[src/rtl/switch_arb_pkg.sv]
// Shared types and helpers for the round-robin switch arbiter and its
// leading-ones display path.
package switch_arb_pkg;

    typedef enum logic [0:0] {
        IDLE  = 1'b0,
        GRANT = 1'b1
    } arb_state_t;

    localparam int VEC_W = 32;

    // Leading-ones code: index of the highest set bit plus one, 0 when empty.
    function automatic logic [5:0] highest_one(input logic [VEC_W-1:0] vec);
        logic [5:0] pos;
        pos = 6'd0;
        for (int i = 0; i < VEC_W; i++) begin
            pos = vec[i] ? 6'(i + 1) : pos;
        end
        return pos;
    endfunction

endpackage

[src/rtl/switch_grant_arbiter_ones_finder.sv]
// Combinational highest-set-bit search over a BITS-wide vector.
module ones_finder #(
    parameter int BITS = 16
) (
    input  logic [BITS-1:0]         vec,
    output logic                    found,
    output logic [$clog2(BITS)-1:0] index
);

    localparam int IW = $clog2(BITS);

    // Ascending scan: the last hit written is the highest index.
    always_comb begin
        found = 1'b0;
        index = {IW{1'b0}};
        for (int i = 0; i < BITS; i++) begin
            if (vec[i]) begin
                found = 1'b1;
                index = IW'(i);
            end else begin
                found = found;
                index = index;
            end
        end
    end

endmodule

[src/rtl/switch_grant_arbiter.sv]
// Round-robin arbiter: leading-ones winner selection rotating downward from the
// previous owner, hold until release/drop/limit, registered one-hot grant.
module switch_grant_arbiter
    import switch_arb_pkg::*;
#(
    parameter int BITS      = 16,
    parameter int MAX_GRANT = 8
) (
    input  logic                    clk,
    input  logic                    reset,
    input  logic [BITS-1:0]         req,
    input  logic                    release_grant,  // owner finished
    output logic [BITS-1:0]         grant,
    output logic [$clog2(BITS):0]   grant_id,
    output logic                    busy,
    output logic                    timeout
);

    localparam int IW  = $clog2(BITS);
    localparam int LW  = IW + 1;
    localparam int IDW = IW + 1;
    localparam int HW  = $clog2(MAX_GRANT) + 1;

    localparam logic [BITS-1:0] ONE_VEC   = {{(BITS-1){1'b0}}, 1'b1};
    localparam logic [LW-1:0]   NO_LAST   = LW'(BITS);
    localparam logic [HW-1:0]   HOLD_LAST = HW'(MAX_GRANT - 1);

    arb_state_t      state_r, state_s;
    logic [IW-1:0]   owner_r, owner_s;
    logic [LW-1:0]   last_r, last_s;
    logic [HW-1:0]   hold_r, hold_s;
    logic            limit_r, limit_s;

    logic [BITS-1:0] mask_s;
    logic [BITS-1:0] masked_req_s;
    logic            masked_found_s, any_found_s;
    logic [IW-1:0]   masked_idx_s, any_idx_s, winner_s;
    logic            drop_s, at_limit_s;
    logic [BITS-1:0] grant_s;
    logic [IDW-1:0]  grant_id_s;

    // "No history" opens the mask fully, so the plain leading-ones search wins.
    always_comb begin
        if (last_r >= NO_LAST) begin
            mask_s = {BITS{1'b1}};
        end else begin
            mask_s = (ONE_VEC << last_r) - ONE_VEC;
        end
        masked_req_s = req & mask_s;
    end

    ones_finder #(.BITS(BITS)) u_masked_finder (
        .vec   (masked_req_s),
        .found (masked_found_s),
        .index (masked_idx_s)
    );

    ones_finder #(.BITS(BITS)) u_any_finder (
        .vec   (req),
        .found (any_found_s),
        .index (any_idx_s)
    );

    assign winner_s = masked_found_s ? masked_idx_s : any_idx_s;

    // Next-state logic; a release or drop suppresses the timeout flag.
    always_comb begin
        state_s    = state_r;
        owner_s    = owner_r;
        last_s     = last_r;
        hold_s     = hold_r;
        limit_s    = 1'b0;
        drop_s     = release_grant || !req[owner_r];
        at_limit_s = (hold_r == HOLD_LAST);
        case (state_r)
            IDLE: begin
                if (any_found_s) begin
                    state_s = GRANT;
                    owner_s = winner_s;
                    hold_s  = {HW{1'b0}};
                end else begin
                    state_s = IDLE;
                end
            end
            GRANT: begin
                hold_s = hold_r + {{(HW-1){1'b0}}, 1'b1};
                if (drop_s || at_limit_s) begin
                    state_s = IDLE;
                    last_s  = {1'b0, owner_r};
                    limit_s = !drop_s;
                end else begin
                    state_s = GRANT;
                end
            end
            default: begin
                state_s = IDLE;
            end
        endcase
    end

    // Output images of the current state, registered below.
    always_comb begin
        if (state_r == GRANT) begin
            grant_s = ONE_VEC << owner_r;
        end else begin
            grant_s = {BITS{1'b0}};
        end
        grant_id_s = IDW'(highest_one(VEC_W'(grant_s)));
    end

    // FSM, ownership history and hold counter.
    always_ff @(posedge clk) begin
        if (reset) begin
            state_r <= IDLE;
            owner_r <= {IW{1'b0}};
            last_r  <= NO_LAST;
            hold_r  <= {HW{1'b0}};
            limit_r <= 1'b0;
        end else begin
            state_r <= state_s;
            owner_r <= owner_s;
            last_r  <= last_s;
            hold_r  <= hold_s;
            limit_r <= limit_s;
        end
    end

    // Registered outputs; timeout lands in the same cycle the grant drops.
    always_ff @(posedge clk) begin
        if (reset) begin
            grant    <= {BITS{1'b0}};
            grant_id <= {IDW{1'b0}};
            busy     <= 1'b0;
            timeout  <= 1'b0;
        end else begin
            grant    <= grant_s;
            grant_id <= grant_id_s;
            busy     <= (state_r == GRANT);
            timeout  <= limit_r;
        end
    end

endmodule

[config.mk]
export PLATFORM = sky130hd
export DESIGN_NAME = switch_grant_arbiter
export DESIGN_NICKNAME = d
export VERILOG_FILES = /design/src/rtl/switch_arb_pkg.sv /design/src/rtl/switch_grant_arbiter_ones_finder.sv /design/src/rtl/switch_grant_arbiter.sv
export SDC_FILE = /design/constraint.sdc
export NUM_CORES = 1
export LEC_CHECK = 0
export ABC_AREA = 1
export BUFFER_PORTS_ARGS = -buffer_cell sky130_fd_sc_hd__buf_2
export CAP_MARGIN = 0
export CORE_UTILIZATION = 55
export CTS_CLUSTER_DIAMETER = 150
export DETAILED_ROUTE_END_ITERATION = 7
export MAX_ROUTING_LAYER = met4
export PLACE_DENSITY = 0.8
export SLEW_MARGIN = 20
export SYNTH_ARGS = -nofsm -noshare
export SYNTH_HDL_FRONTEND = slang
export SYNTH_SLANG_ARGS = --single-unit
[constraint.sdc]
create_clock -name clk -period 4.4 [get_ports clk]
set_clock_uncertainty 0.05 [all_clocks]
set_input_delay 0.66 -clock clk [delete_from_list [all_inputs] [get_ports clk]]
set_output_delay 0.66 -clock clk [all_outputs]
set_load 0.03 [all_outputs]
-- Word level (Yosys, flattened, before mapping)
Cells that the tools add are included.
- flip-flop bits (word level): 38
- output and inout bits: 23
- logic and storage cells: 117
- reductions and logical operators: 8
- equality and inequality tests: 2
- shifts and indexed selects: 2
- mux-type cells: 88
- $lt $le $gt $ge: 2
- add/sub/neg operators: 2
- bitwise gates (word level): 3
- operators by type and width (cell ; count):
    2-to-1 mux 4 bit ; 26
    2-to-1 mux 1 bit ; 38
    2-to-1 mux 3 bit ; 12
    2-to-1 mux 16 bit ; 2
    bitwise AND 16 bit ; 1
    left shift 1 x 4 -> 16 bit, first input constant ; 1
    left shift 1 x 5 -> 16 bit, first input constant ; 1
    subtractor 16 x 1 -> 16 bit, second input constant ; 1
    2-to-1 mux 2 bit ; 6
    case mux 4 bit (2 select lines) ; 1
    >= comparator 5 bit, second input constant ; 1
    less-than comparator 4 x 5 -> 1 bit, second input constant ; 1
    2-to-1 mux 5 bit ; 1
    adder 4 x 1 -> 4 bit, second input constant ; 1
    binary-select mux 1 bit (select 4 bit) ; 1
    equality test 4 x 3 -> 1 bit, second input constant ; 1
    AND reduction 2 bit ; 2
    OR reduction 3 bit ; 1
    zero test 1 bit ; 2
    logical OR 1 bit ; 2
    != test 2 bit, second input constant ; 1
    inverter 1 bit ; 2
    case mux 1 bit (2 select lines) ; 1
    OR reduction 2 bit ; 1

-- Depth between registers and ports, before layout
- depth after elaboration: 21
- mapped depth: 27
- gate-level depth less buffers: 27

-- Hierarchy
A second synthesis with hierarchy kept.
- cell total of the unflattened synthesis: 386
- area, all modules: 2417.3 µm²
- modules (own cells, without submodules) (module ; cells each ; instances ; area each (µm²)):
    switch_grant_arbiter ; 290 ; 1 ; 2006.9
    ones_finder ; 48 ; 2 ; 205.2

-- Least setup slack after synthesis
OpenSTA, ideal clock, no wires.
- path type: reg-to-reg
- from: register last_r[4]
- to: register owner_r[1]
- setup slack: 2.123 ns
- stages on the path, launching flop included: 21
- data required time: 4.282 ns
- period minus slack after synthesis: 2.277 ns
- path buffers: 0
- setup time: 0.068 ns
- arrival: 2.159 ns
- path through: dfxtp_1 > inv_2 > nand2_4 > nor2_4 > inv_1 > nor2_1 > inv_1 > ha_1 > nand2_4 > inv_2 > o21ai_1 > nand3_1 > nand2_1 > nand2_1 > nor3_1 > nand2_1 > nor2_4 > nor2_1 > o21ai_2 > nand3_2 > a21oi_2
- cells in the longest elaborated chain, start to end: 21
- elaborated cells between the ends (all ways): 36
- those cells by class: add/sub (1); order compare (1); shift (1); mux (32); bitwise (1)
- ends and longest elaborated chain (item ; RTL line ; text):
    start: declaration ; switch_grant_arbiter.sv:30 ; logic [LW-1:0] last_r, last_s;
    start signal: assignment ; switch_grant_arbiter.sv:122 ; last_r <= last_s;
    left shift 1 x 5 -> 16 bit ; switch_grant_arbiter.sv:47 ; mask_s = (ONE_VEC << last_r) - ONE_VEC;
    subtractor 16 x 1 -> 16 bit ; switch_grant_arbiter.sv:47 ;
    2-to-1 mux 16 bit * ; switch_grant_arbiter.sv:44 ; if (last_r >= NO_LAST) begin
    bitwise AND 16 bit * ; switch_grant_arbiter.sv:49 ; masked_req_s = req & mask_s;
    2-to-1 mux 1 bit (16 in series) ; switch_grant_arbiter_ones_finder.sv:17 ; if (vec[i]) begin
    2-to-1 mux 4 bit * ; switch_grant_arbiter.sv:64 ; assign winner_s = masked_found_s ? masked_idx_s : any_idx_s;
    end signal: assignment ; switch_grant_arbiter.sv:115 ; owner_r <= {IW{1'b0}};
    end signal: assignment ; switch_grant_arbiter.sv:121 ; owner_r <= owner_s;
    end: declaration ; switch_grant_arbiter.sv:29 ; logic [IW-1:0] owner_r, owner_s;
Every way passes the cells marked *; elsewhere a longest branch is shown, timed or not.
A chain may end at the register's enable or synchronous reset.

-- Worst setup path after layout
Ends and elaborated chain as after synthesis.

==> run_results.csv <==
group,metric,value,unit
layout,antenna_cells,0,
yosys,ys_seq_area_frac,0.3486,
die,row_count,22,
detailed_routing,drt-total-wl,5082,µm
detailed_routing,ant_nets,0,
timing,relSlewSlack,0.7214,
timing,period_share,0.6011,
setup_path,cp_max_fo,8,
clock_network,clock_latency,290,ps
setup_path,cpMaxStageDelayCell,"dfxtp_1",
setup_path,crit_buf_inv,4,
detailed_routing,route.vias.total,2209,
yosys,yosys_warnings,0,
worst_hold_path,whs_endpoint,"timeout$_SDFF_PP0_",
yosys,yosys_register_bits,37,
die,ioPinCount,42,
layout,nFillCells,348,
setup_path,critPathRequiredTime,4570,ps
grt,first_global_vias,1971,
worst_hold_path,hold_depth,2,
layout,multi_input_area,0.001175,mm²
detailed_routing,drc,0,
detailed_routing,dr.pass1.iters,5,
die,die_area,0.004115,mm²
setup_path,crit_family,"simple AND/OR/NAND/NOR gates",
run,drv_cap,0,
yosys,synth_top_cell_by_area,"dfxtp_1",
pwr,vdd_ir_drop_max,0.0002189,V
timing,hold_viol_final,0,
clock_network,clockBufferDepth,2,
setup_path,r2r_cells,21,
pwr,p_total,0.0008396,W
clock_network,post_cts_buffers,0,
grt,grt_overflow,0,
yosys,synth_area_leaders,"dfxtp_1 (35%), nand2_1 (10%), nor2_1 (8.3%)",
clock_network,clock-root-buffer,"clkbuf_8",
clock_network,cts_resized,0,
yosys,synth_top_cell_area_share,0.3486,
layout,drive_above_1_share,0.2167,
layout,final_nets,380,
setup_path,worstReg2RegEnd,"owner_r[1]$_SDFFE_PP0P_",
detailed_routing,wire_per_inst,12.46,µm
worst_hold_path,hold_class,"reg -> reg",
clock_network,numCtsBuffers,5,
yosys,syn_avg_cell_area,6.702,µm²
worst_hold_path,hp-start,"limit_r$_SDFF_PP0_",
die,initial_core_util,0.5760,
grt,grt_usage,0.2859,
setup_path,arrival,2820,ps
detailed_routing,avgViaCountPerCell,5.414,
setup_path,critPathCaptureType,"flop",
layout,seqCellArea,740.7,µm²
timing,slew_viol_final,0,
place,dpl-instance-area,0.002361,mm²
timing,setup-violations-final,0,
clock_network,clkTransAtPathRegs,70,ps
die,die_w,64.15,µm
status,status,"complete, no violations",
layout,final_design_area_no_fill,0.002457,mm²
timing,worst_pin_slew,417.4,ps
setup_path,critical_path.max_stage_delay,430,ps
setup_path,worstPathCellList,"inv_2, nand2_4, nor2_4, inv_1, nor2_1, inv_1, ha_1, nand2_4, nor3_4, inv_2, nand3_1, nand3_1, nand2_1, nand2_1, nor2_2, nand2_2, nor2_4, nor2_1, o21ai_2, nand3_2, a21oi_2",
yosys,syn_nets,338,
layout,area_delta_synth_final,15.67,%
yosys,synth_flop_cell,"dfxtp_1",
timing,max_freq,0.3781,GHz
place,post-place-ws,1835,ps
grt,antenna_found_initial,0,
yosys,synthArstFlopShare,0,
detailed_routing,drt_iter0_drc,134,
clock_network,cts_tree,"done",
yosys,syn_inst,317,
setup_path,start_kind,"flop",
setup_path,startpoint,"last_r[4]$_SDFFE_PP1P_",
setup_path,worstReg2RegStart,"last_r[4]$_SDFFE_PP1P_",
die,coreArea,0.003689,mm²
yosys,synth.distinct_cells,41,
grt,grt_pass1_wl,8742,µm
place,dp.final_hpwl,3979,µm
timing,finalSetupTns,0,ps
setup_path,r2r_slack,1760,ps
yosys,synth_edf_count,0,
yosys,synth_commonest_cells,"nand2_1 (58), nor2_1 (47), inv_1 (40)",
timing,rsz0062_at_grt,"no",
pwr,leakagePower,1.182,nW
clock_network,hold_buffers,0,
die,die_y,64.15,µm
yosys,post-synth-top-count-cell,"nand2_1",
pwr,powerDensity,341.6,mW/mm²
yosys,syn_area,0.002125,mm²
place,routabilityCongestion,0.9020,
timing,setup_ws,1755,ps
clock_network,ctsHtreeMaxLevel,2,
setup_path,worstSetupPathType,"reg -> reg",
timing,period_minus_slack,2645,ps
place,io_buffers,41,
clock_network,cts_num_sinks,37,
grt,grt_max_degree,21,
==> how the worst max path moves through the flow <==
stage / endpoint / cells past startpoint
after CTS: owner_r[1]$_SDFFE_PP0P_ / 21
after floorplan: owner_r[1]$_SDFFE_PP0P_ / 20
after global routing: owner_r[1]$_SDFFE_PP0P_ / 20
final: owner_r[1]$_SDFFE_PP0P_ / 21
after global placement: owner_r[1]$_SDFFE_PP0P_ / 18
after detailed placement: owner_r[1]$_SDFFE_PP0P_ / 21
==> cell families after synthesis <==
family / after synthesis / share of synthesized area
XOR/XNOR: 1 / 0.004123
flip-flops: 37 / 0.3486
AND/OR/NAND/NOR: 165 / 0.3722
adder cells (fa/ha/maj): 2 / 0.01178
AO/OA/AOI/OAI: 58 / 0.1649
buffers and inverters: 54 / 0.09835
==> per-layer routing <==
metal / share of wire / GRT usage / wire, µm
met5: 0 / - / 0
met3: 0.073 / 0.08214 / 370
met2: 0.48 / 0.4628 / 2416
met1: 0.44 / 0.3466 / 2234
met4: 0.012 / 0.08056 / 61
==> worst register-to-register path: stages, from the launching register on <==
cell	delay (ps)
dfxtp_1	430
inv_2	130
nand2_4	120
nor2_4	50
inv_1	80
nor2_1	40
inv_1	70
ha_1	250
nand2_4	90
nor3_4	190
inv_2	70
nand3_1	80
nand3_1	70
nand2_1	90
nand2_1	90
nor2_2	130
nand2_2	90
nor2_4	140
nor2_1	70
o21ai_2	60
nand3_2	80
a21oi_2	120
==> layout make-up <==
type | count | area share
Clock buffer | 6 | 0.03360
Multi-Input combinational cell | 226 | 0.4781
Timing Repair Buffer | 41 | 0.08350
Clock inverter | 2 | 0.005601
Sequential cell | 37 | 0.3014
Tap cell | 48 | 0.02444
Inverter | 48 | 0.07332
==> cell usage in the layout (no fill, tap or decap), types with 2 or more instances in the layout <==
master     count
a211oi_1       2
a21oi_1       15
a31oi_1        4
buf_2         41
clkbuf_8       6
dfxtp_1       37
ha_1           2
inv_1         40
inv_2          7
nand2_1       58
nand2_2        3
nand2_4        3
nand3_1       17
nand3_2        4
nand4_1        3
nor2_1        47
nor2_2         3
nor2_4         4
nor3_1        17
nor4_1         3
o2111ai_1      2
o21ai_0       18
o21ai_1        3
o22ai_1        3
==> sequential cells by signal, summed over array words and instances, names as in the netlist <==
name	flops
state_r	1
last_r	5
timeout	1
hold_r	4
grant	16
busy	1
grant_id	4
owner_r	4
limit_r	1
==> power by group <==
part           internal, W  switching [W]
Clock             0.000127       0.000118
Combinational    0.0000697       0.000148
Sequential        0.000353      0.0000234
==> through the flow <==
stage                 util  hold WS, ps  std cells
finish              0.6662        362.7        408
global route        0.6662        392.2        408
CTS                 0.6662        366.3        408
detailed placement  0.6401        355.5        400
global placement    0.6401        339.7        400
floorplan                -        338.3        317
Power figures use the tool's default switching activity.
